## src/rtl/phase_accumulator_if.sv

```systemverilog
// phase_accumulator_if: FTW handshake, step controls and sliced phase outputs.
interface phase_accumulator_if;
    logic [23:0] i_ftw;
    logic        i_ftw_valid;
    logic        o_ftw_ready;
    logic        i_acc_en;
    logic        i_acc_clr;
    logic [7:0]  o_msb;
    logic [7:0]  o_isb;
    logic [7:0]  o_lsb;
    logic        o_valid;
    logic        o_wrap;
    modport slave (
        input  i_ftw, i_ftw_valid, i_acc_en, i_acc_clr,
        output o_ftw_ready, o_msb, o_isb, o_lsb, o_valid, o_wrap
    );
    modport master (
        output i_ftw, i_ftw_valid, i_acc_en, i_acc_clr,
        input  o_ftw_ready, o_msb, o_isb, o_lsb, o_valid, o_wrap
    );
endinterface

```

## src/rtl/phase_accumulator.sv

```systemverilog
// phase_accumulator: 24-bit DDS phase accumulator built from three carry-pipelined 8-bit slices.
module phase_accumulator (
    input  logic                i_clk,
    input  logic                i_rst,
    phase_accumulator_if.slave  bus
);
    typedef enum logic [1:0] {IDLE, STAGE_I, STAGE_M} state_e;
    state_e       state_q, state_d;
    logic [23:8]  pend_q, pend_d;
    logic [7:0]   fl_q, fl_d, fi_q, fi_d, fm_q, fm_d;
    logic [7:0]   l_q, i_q, m_q, l1_q, l2_q, i1_q;
    logic         c0_q, c1_q, cw_q;
    logic [1:0]   fill_q;
    logic         accept;
    logic [8:0]   l_sum, i_sum, m_sum;

    assign accept = bus.i_ftw_valid && state_q == IDLE;
    assign l_sum  = {1'b0, l_q} + {1'b0, fl_q};
    assign i_sum  = {1'b0, i_q} + {1'b0, fi_q} + {8'd0, c0_q};
    assign m_sum  = {1'b0, m_q} + {1'b0, fm_q} + {8'd0, c1_q};

    // Each slice lags the one below by a step, so the FTW bytes follow the same stagger.
    always_comb begin
        state_d = state_q;
        pend_d  = pend_q;
        fl_d    = fl_q;
        fi_d    = fi_q;
        fm_d    = fm_q;
        if (accept) begin
            fl_d    = bus.i_ftw[7:0];
            pend_d  = bus.i_ftw[23:8];
            state_d = STAGE_I;
        end
        if (bus.i_acc_clr) begin
            fi_d    = pend_d[15:8];
            fm_d    = pend_d[23:16];
            state_d = IDLE;
        end else if (bus.i_acc_en && state_q == STAGE_I) begin
            fi_d    = pend_q[15:8];
            state_d = STAGE_M;
        end else if (bus.i_acc_en && state_q == STAGE_M) begin
            fm_d    = pend_q[23:16];
            state_d = IDLE;
        end
    end

    always_ff @(posedge i_clk) begin
        if (i_rst) begin
            state_q <= IDLE;
            pend_q  <= '0;
            fl_q    <= '0;
            fi_q    <= '0;
            fm_q    <= '0;
        end else begin
            state_q <= state_d;
            pend_q  <= pend_d;
            fl_q    <= fl_d;
            fi_q    <= fi_d;
            fm_q    <= fm_d;
        end
    end

    // fill_q gates the upper slices until their inputs hold defined accumulator bytes.
    always_ff @(posedge i_clk) begin
        if (i_rst || bus.i_acc_clr) begin
            l_q    <= '0;
            i_q    <= '0;
            m_q    <= '0;
            l1_q   <= '0;
            l2_q   <= '0;
            i1_q   <= '0;
            c0_q   <= 1'b0;
            c1_q   <= 1'b0;
            cw_q   <= 1'b0;
            fill_q <= '0;
        end else if (bus.i_acc_en) begin
            {c0_q, l_q} <= l_sum;
            l1_q   <= l_q;
            l2_q   <= l1_q;
            i1_q   <= i_q;
            fill_q <= {fill_q[0], 1'b1};
            if (fill_q[0]) {c1_q, i_q} <= i_sum;
            if (fill_q[1]) {cw_q, m_q} <= m_sum;
        end
    end

    assign bus.o_ftw_ready = state_q == IDLE;
    assign bus.o_msb       = m_q;
    assign bus.o_isb       = i1_q;
    assign bus.o_lsb       = l2_q;
    assign bus.o_valid     = fill_q[1];
    assign bus.o_wrap      = cw_q;
endmodule

```

## src/flat_wrapper.sv

```systemverilog
// flat-port wrapper written by rule: the top's interface ports become plain ports
module phase_accumulator_flat 
  (i_clk, i_rst, bus_i_ftw, bus_i_ftw_valid, bus_i_acc_en, bus_i_acc_clr, bus_o_ftw_ready, bus_o_msb, bus_o_isb, bus_o_lsb, bus_o_valid, bus_o_wrap);
  phase_accumulator_if bus_i ();
  input  logic i_clk;
  input  logic i_rst;
  input wire logic [$bits(bus_i.i_ftw)-1:0] bus_i_ftw;
  input wire logic [$bits(bus_i.i_ftw_valid)-1:0] bus_i_ftw_valid;
  input wire logic [$bits(bus_i.i_acc_en)-1:0] bus_i_acc_en;
  input wire logic [$bits(bus_i.i_acc_clr)-1:0] bus_i_acc_clr;
  output wire logic [$bits(bus_i.o_ftw_ready)-1:0] bus_o_ftw_ready;
  output wire logic [$bits(bus_i.o_msb)-1:0] bus_o_msb;
  output wire logic [$bits(bus_i.o_isb)-1:0] bus_o_isb;
  output wire logic [$bits(bus_i.o_lsb)-1:0] bus_o_lsb;
  output wire logic [$bits(bus_i.o_valid)-1:0] bus_o_valid;
  output wire logic [$bits(bus_i.o_wrap)-1:0] bus_o_wrap;
  assign bus_i.i_ftw = bus_i_ftw;
  assign bus_i.i_ftw_valid = bus_i_ftw_valid;
  assign bus_i.i_acc_en = bus_i_acc_en;
  assign bus_i.i_acc_clr = bus_i_acc_clr;
  assign bus_o_ftw_ready = bus_i.o_ftw_ready;
  assign bus_o_msb = bus_i.o_msb;
  assign bus_o_isb = bus_i.o_isb;
  assign bus_o_lsb = bus_i.o_lsb;
  assign bus_o_valid = bus_i.o_valid;
  assign bus_o_wrap = bus_i.o_wrap;
  phase_accumulator u_core (.i_clk(i_clk), .i_rst(i_rst), .bus(bus_i));
endmodule
```

## config.mk

```make
export PLATFORM = sky130hd
export DESIGN_NAME = phase_accumulator_flat
export DESIGN_NICKNAME = d
export VERILOG_FILES = /design/src/rtl/phase_accumulator_if.sv /design/src/rtl/phase_accumulator.sv /design/src/flat_wrapper.sv
export SDC_FILE = /design/constraint.sdc
export NUM_CORES = 1
export LEC_CHECK = 0
export CAP_MARGIN = 20
export CORE_MARGIN = 2
export CORE_UTILIZATION = 57
export CTS_CLUSTER_SIZE = 14
export DETAILED_ROUTE_END_ITERATION = 10
export DONT_BUFFER_PORTS = 1
export GPL_ROUTABILITY_DRIVEN = 0
export HOLD_SLACK_MARGIN = 0.1
export PLACE_DENSITY = 0.75
export SLEW_MARGIN = 20
export SYNTH_ARGS = -nofsm -noshare
export SYNTH_HDL_FRONTEND = slang
export SYNTH_SLANG_ARGS = --single-unit
```

## constraint.sdc

```tcl
create_clock -name i_clk -period 2.3 [get_ports i_clk]
set_clock_uncertainty 0.2 [all_clocks]
set_input_delay 0.115 -clock i_clk [delete_from_list [all_inputs] [get_ports i_clk]]
set_output_delay 0.115 -clock i_clk [all_outputs]
set_load 0.02 [all_outputs]
```

* After elaboration in Yosys (flattened, before gate mapping) *
Index checks and enable logic that the tools add are counted.

word-level totals
  word-level logic and storage cells = 46
  output and inout bits = 27
  input bits = 29
  register bits = 95

operators by class
  muxes and demuxes = 9
  reduce and logical (&&, ||, !) cells = 13
  equality and inequality tests = 3
  add/subtract/negate cells = 5

operators by type and width
  operator            count
  $mux 8              5
  $add 8x8->9         3
  $add 9x1->9         2
  $mux 16             1
  $mux 2              3
  $reduce_and 2->1    3
  $reduce_bool 2->1   2
  $reduce_or 4->1     1
  $logic_and 1x1->1   3
  $reduce_bool 3->1   1
  $eq 2x1->1 const B  1
  $eq 2x2->1 const B  1
  $logic_not 2->1     1
  $ne 2x2->1 const B  1
  $reduce_or 2->1     1
  $logic_or 1x1->1    1

* Depth between registers and ports, before layout *
  depth in word-level cells = 5
  depth in mapped cells = 8
  mapped depth without buffers = 8

* Worst setup path before layout *
No wires, ideal clock.

  path kind = register to register
  start point = reg u_core.c0_q
  end point = reg u_core.i_q[6]
  clock period less this slack = 2.341 ns
  data required time = 1.983 ns
  stages on the path, launching flop included = 8
  arrival = 2.023 ns
  setup slack = -0.041 ns
  path buffers = 0
  setup time = 0.117 ns
  cell sequence = dfxtp_1 -> fa_1 -> fa_1 -> a21o_1 -> nand2_1 -> a21oi_1 -> or3_1 -> a32o_1

between the ends
  word-level cells in the longest chain between the ends = 1

RTL lines
  element                 line                     text
  start, declared         phase_accumulator.sv:12  logic c0_q, c1_q, cw_q;
  start signal, assigned  phase_accumulator.sv:77  {c0_q, l_q} <= l_sum;
  $add 9x1->9             phase_accumulator.sv:19  assign i_sum = {1'b0, i_q} + {1'b0, fi_q} + {8'd0, c0_q};
  end signal, assigned    phase_accumulator.sv:82  if (fill_q[0]) {c1_q, i_q} <= i_sum;
  end, declared           phase_accumulator.sv:11  logic [7:0] l_q, i_q, m_q, l1_q, l2_q, i1_q;

No other way between the ends.
A chain may end at the register's enable or synchronous reset.

* Worst setup path in the final report *
Same ends and word-level chain as after synthesis.

==> results.yml <==
status:
  outcome: "complete, no violations"
clock_tree:
  path_clk_slew_ps: 100
  cts.sinks: 95
  cts_root_buffer: "clkbuf_8"
  cts_buffers: 9
  h-tree-depth: 3
  cts_tree: "done"
  clk_path_buf_depth: 2
  clk_latency_ps: 360
finish:
  drive_above_1_share_pct: 9.56
  n_antenna_cell: 0
  multi_input_area_um2: 2300
  final_cell_mix: "dfxtp_1 (94), nand2_1 (66), dlygate4sd3_1 (53)"
  num-fill-cells: 560
  area_delta_synth_final_pct: 20.4
  final-seq-area_um2: 1900
  fin_nets: 574
  final_common_cell: "dfxtp_1"
floorplan:
  num_io_pins: 56
  coreArea_um2: 7330
  row_count: 31
  die_y_um: 91.4
  chipWidth_um: 91.4
  die_area_um2: 8350
  initial_core_util_pct: 59.4
power:
  p_per_area_nw_per_um2: 630
  pwr-share-seq_pct: 52.4
  power_leakage_uw: 0.00220
  vdd_drop_max_uv: 756
  p_int_uw: 2480
  swShare_pct: 24.7
  fin_total_pwr_uw: 3300
  clock_power_share_pct: 37.3
  p_comb_share_pct: 10.3
  switching_power_uw: 814
critical_path:
  path_cells: "fa_2 -> fa_2 -> a21o_1 -> nand2_1 -> a21oi_2 -> or3_1 -> a32o_1"
  end_kind: "flop"
  cp-start-kind: "flop"
  cp_slowest_cell: "fa_2"
  crit_top_cell: "fa_2"
  reg2reg_slack_ps: 20
  cp.required_ps: 2350
  crit_type: "reg -> reg"
  cp_max_fo: 2
  slowest_delay_ps: 400
  worstPathArrival_ps: 2340
sta:
  finalCritPeriodShare_pct: 99.3
  fin_crit_ps: 2280
  setup-violations-final: 0
  slew_headroom_pct: 51.8
  setup_ws_ps: 15.0
  final-max-slew-violation-count: 0
  maxClockFrequency_mhz: 438
  worst_pin_slew_ps: 720
  final-hold-violation-count: 0
  grt_setup_unrepaired: "true"
  hold_slack_ps: 120
synthesis:
  synth_fa_ha_area_share_pct: 8.62
  yosys_warnings: 0
  synth_nets: 521
  syn_inst: 465
  yosys.area_share.xor_xnor_pct: 1.61
  async_flop_share_pct: 0
  syn_area_per_cell_um2: 9.36
  ys_ff_latch: 95
  ys_types: 43
  synth_top_family_by_area: "compound AO/OA/AOI/OAI gates"
  synthSimpleGateAreaFrac_pct: 14.7
  netlist_area_um2: 4350
  ys_seq_area_share_pct: 43.7
  synthMuxAreaShare_pct: 10.6
  synth_compound_area_share_pct: 16.5
  synth_edf_count: 0
  synth_ff_type: "dfxtp_1"
route:
  routed_via_density: 5.70
  vias: 3543
  drtAntennaViolNets: 0
  first_pass_iters: 4
  wl_per_cell_um: 16.5
  drt-initial-drc-count: 159
  drc_errors: 0
  wl_um: 10300
place:
  hpwl_um: 6490
  pre_cts_ws_ps: -37.5
  io_buffers: 0
global_routing:
  grt_pass1_vias: 3686
  grt_use_total_pct: 25.8
  grt_pass1_wl_um: 17300
  antenna_found_initial: 0
  grt_max_degree: 45
  globalRouteOverflowTotal: 0
hold_path:
  worstHoldPathType: "in -> reg"
run:
  cap_violations: 0
## sequential cells by signal (all words and copies together), names as in the netlist
name               flops
u_core.pend_q         16
u_core.l_q             8
u_core.fl_q            8
u_core.c0_q            1
u_core.fill_q          2
u_core.bus.o_lsb       8
u_core.c1_q            1
u_core.fm_q            8
u_core.bus.o_wrap      1
u_core.state_q         2
u_core.l1_q            8
u_core.bus.o_isb       8
u_core.bus.o_msb       8
u_core.i_q             8
u_core.fi_q            8
## path summary, 6_finish.rpt
path | start | to | depth (start not counted)
worst max-delay path | u_core.c0_q | u_core.i_q[6] | 7
worst min-delay path | bus_i_acc_clr | u_core.bus.o_msb[1] | 2
worst max register to register | u_core.c0_q | u_core.i_q[6] | 7
worst min register to register | u_core.fl_q[6] | u_core.fl_q[6] | 2
## synth_stat cells (all sizes together), types with 3 or more instances
library cell / instances / area, um2
a211oi: 9 / 72.6
mux2i: 46 / 460
nor3: 7 / 35.0
or3: 5 / 31.3
fa: 5 / 100
and2: 3 / 18.8
dfxtp: 95 / 1900
o211ai: 8 / 60.1
nor2b: 3 / 18.8
xnor2: 6 / 52.6
a21o: 6 / 45.0
nor2: 51 / 194
nand3: 4 / 20.0
o2bb2ai: 16 / 140
nand3b: 3 / 22.5
ha: 22 / 275
buf: 21 / 141
o21ai: 17 / 85.1
inv: 5 / 18.8
nand2: 66 / 248
clkbuf: 6 / 25.0
a21oi: 41 / 228
## layout make-up
cell class | count | share of cell area [%]
Clock buffer | 9 | 2.36
Timing Repair Buffer | 69 | 12.8
Clock inverter | 7 | 2.01
Inverter | 5 | 0.358
Tap cell | 99 | 2.36
Sequential cell | 95 | 36.3
Multi-Input combinational cell | 338 | 43.8
## cells by family (layout without fill, tap and decap cells)
family / count (synthesis) / after routing
AOI/OAI and AO/OA: 107 / 107
xor gates and xnor gates: 8 / 8
adders and majority gates: 27 / 27
buffers and inverters: 32 / 90
DFF: 95 / 95
muxes: 46 / 46
and+or+nand+nor: 150 / 150
## metrics by stage
| step | utilization, % | cell area, um2 | std cells | setup TNS [ps] |
|---|---|---|---|---|
| 6_report | 71.5 | 5240 | 622 | 0 |
| 2_1_floorplan | - | 4360 | 465 | 0 |
| 5_1_grt | 71.5 | 5240 | 622 | -109 |
| 3_5_place_dp | 60.3 | 4420 | 551 | -37.5 |
| 3_3_place_gp | 60.3 | 4420 | 551 | -5.42 |
| 4_1_cts | 71.0 | 5210 | 621 | 0 |
## power groups by stage
| stage | registers, uW | logic, uW | clock network (uW) |
|---|---|---|---|
| 5_1_grt | 1740 | 374 | 1310 |
| 2_1_floorplan | 1750 | 212 | 0 |
| 3_5_place_dp | 1770 | 218 | 0 |
| 6_report | 1730 | 339 | 1230 |
| 3_3_place_gp | 1760 | 209 | 0 |
| 4_1_cts | 1730 | 327 | 1250 |
## critical path, delay by kind of cell, from the launching register on
family                   cells  cell delay [ps]
adder cells (fa/ha/maj)      2              750
AND/OR/NAND/NOR              2              380
flip-flops                   1              350
AO/OA/AOI/OAI                3              490
## repair_timing
action	in CTS	in global routing
hold buffers	54	1
setup buffers	0	0
endpoints found under the hold margin	93	5
endpoints found under the setup margin	1	11
resized for setup	1	8
## routing by layer
layer | GRT usage [%] | part of all wire (%)
met1 | 28.9 | 41
met2 | 47.2 | 52
met3 | 6.39 | 5.0
met4 | 8.71 | 2.0
met5 | 0 | 0
(Power assumes the default switching activity.)
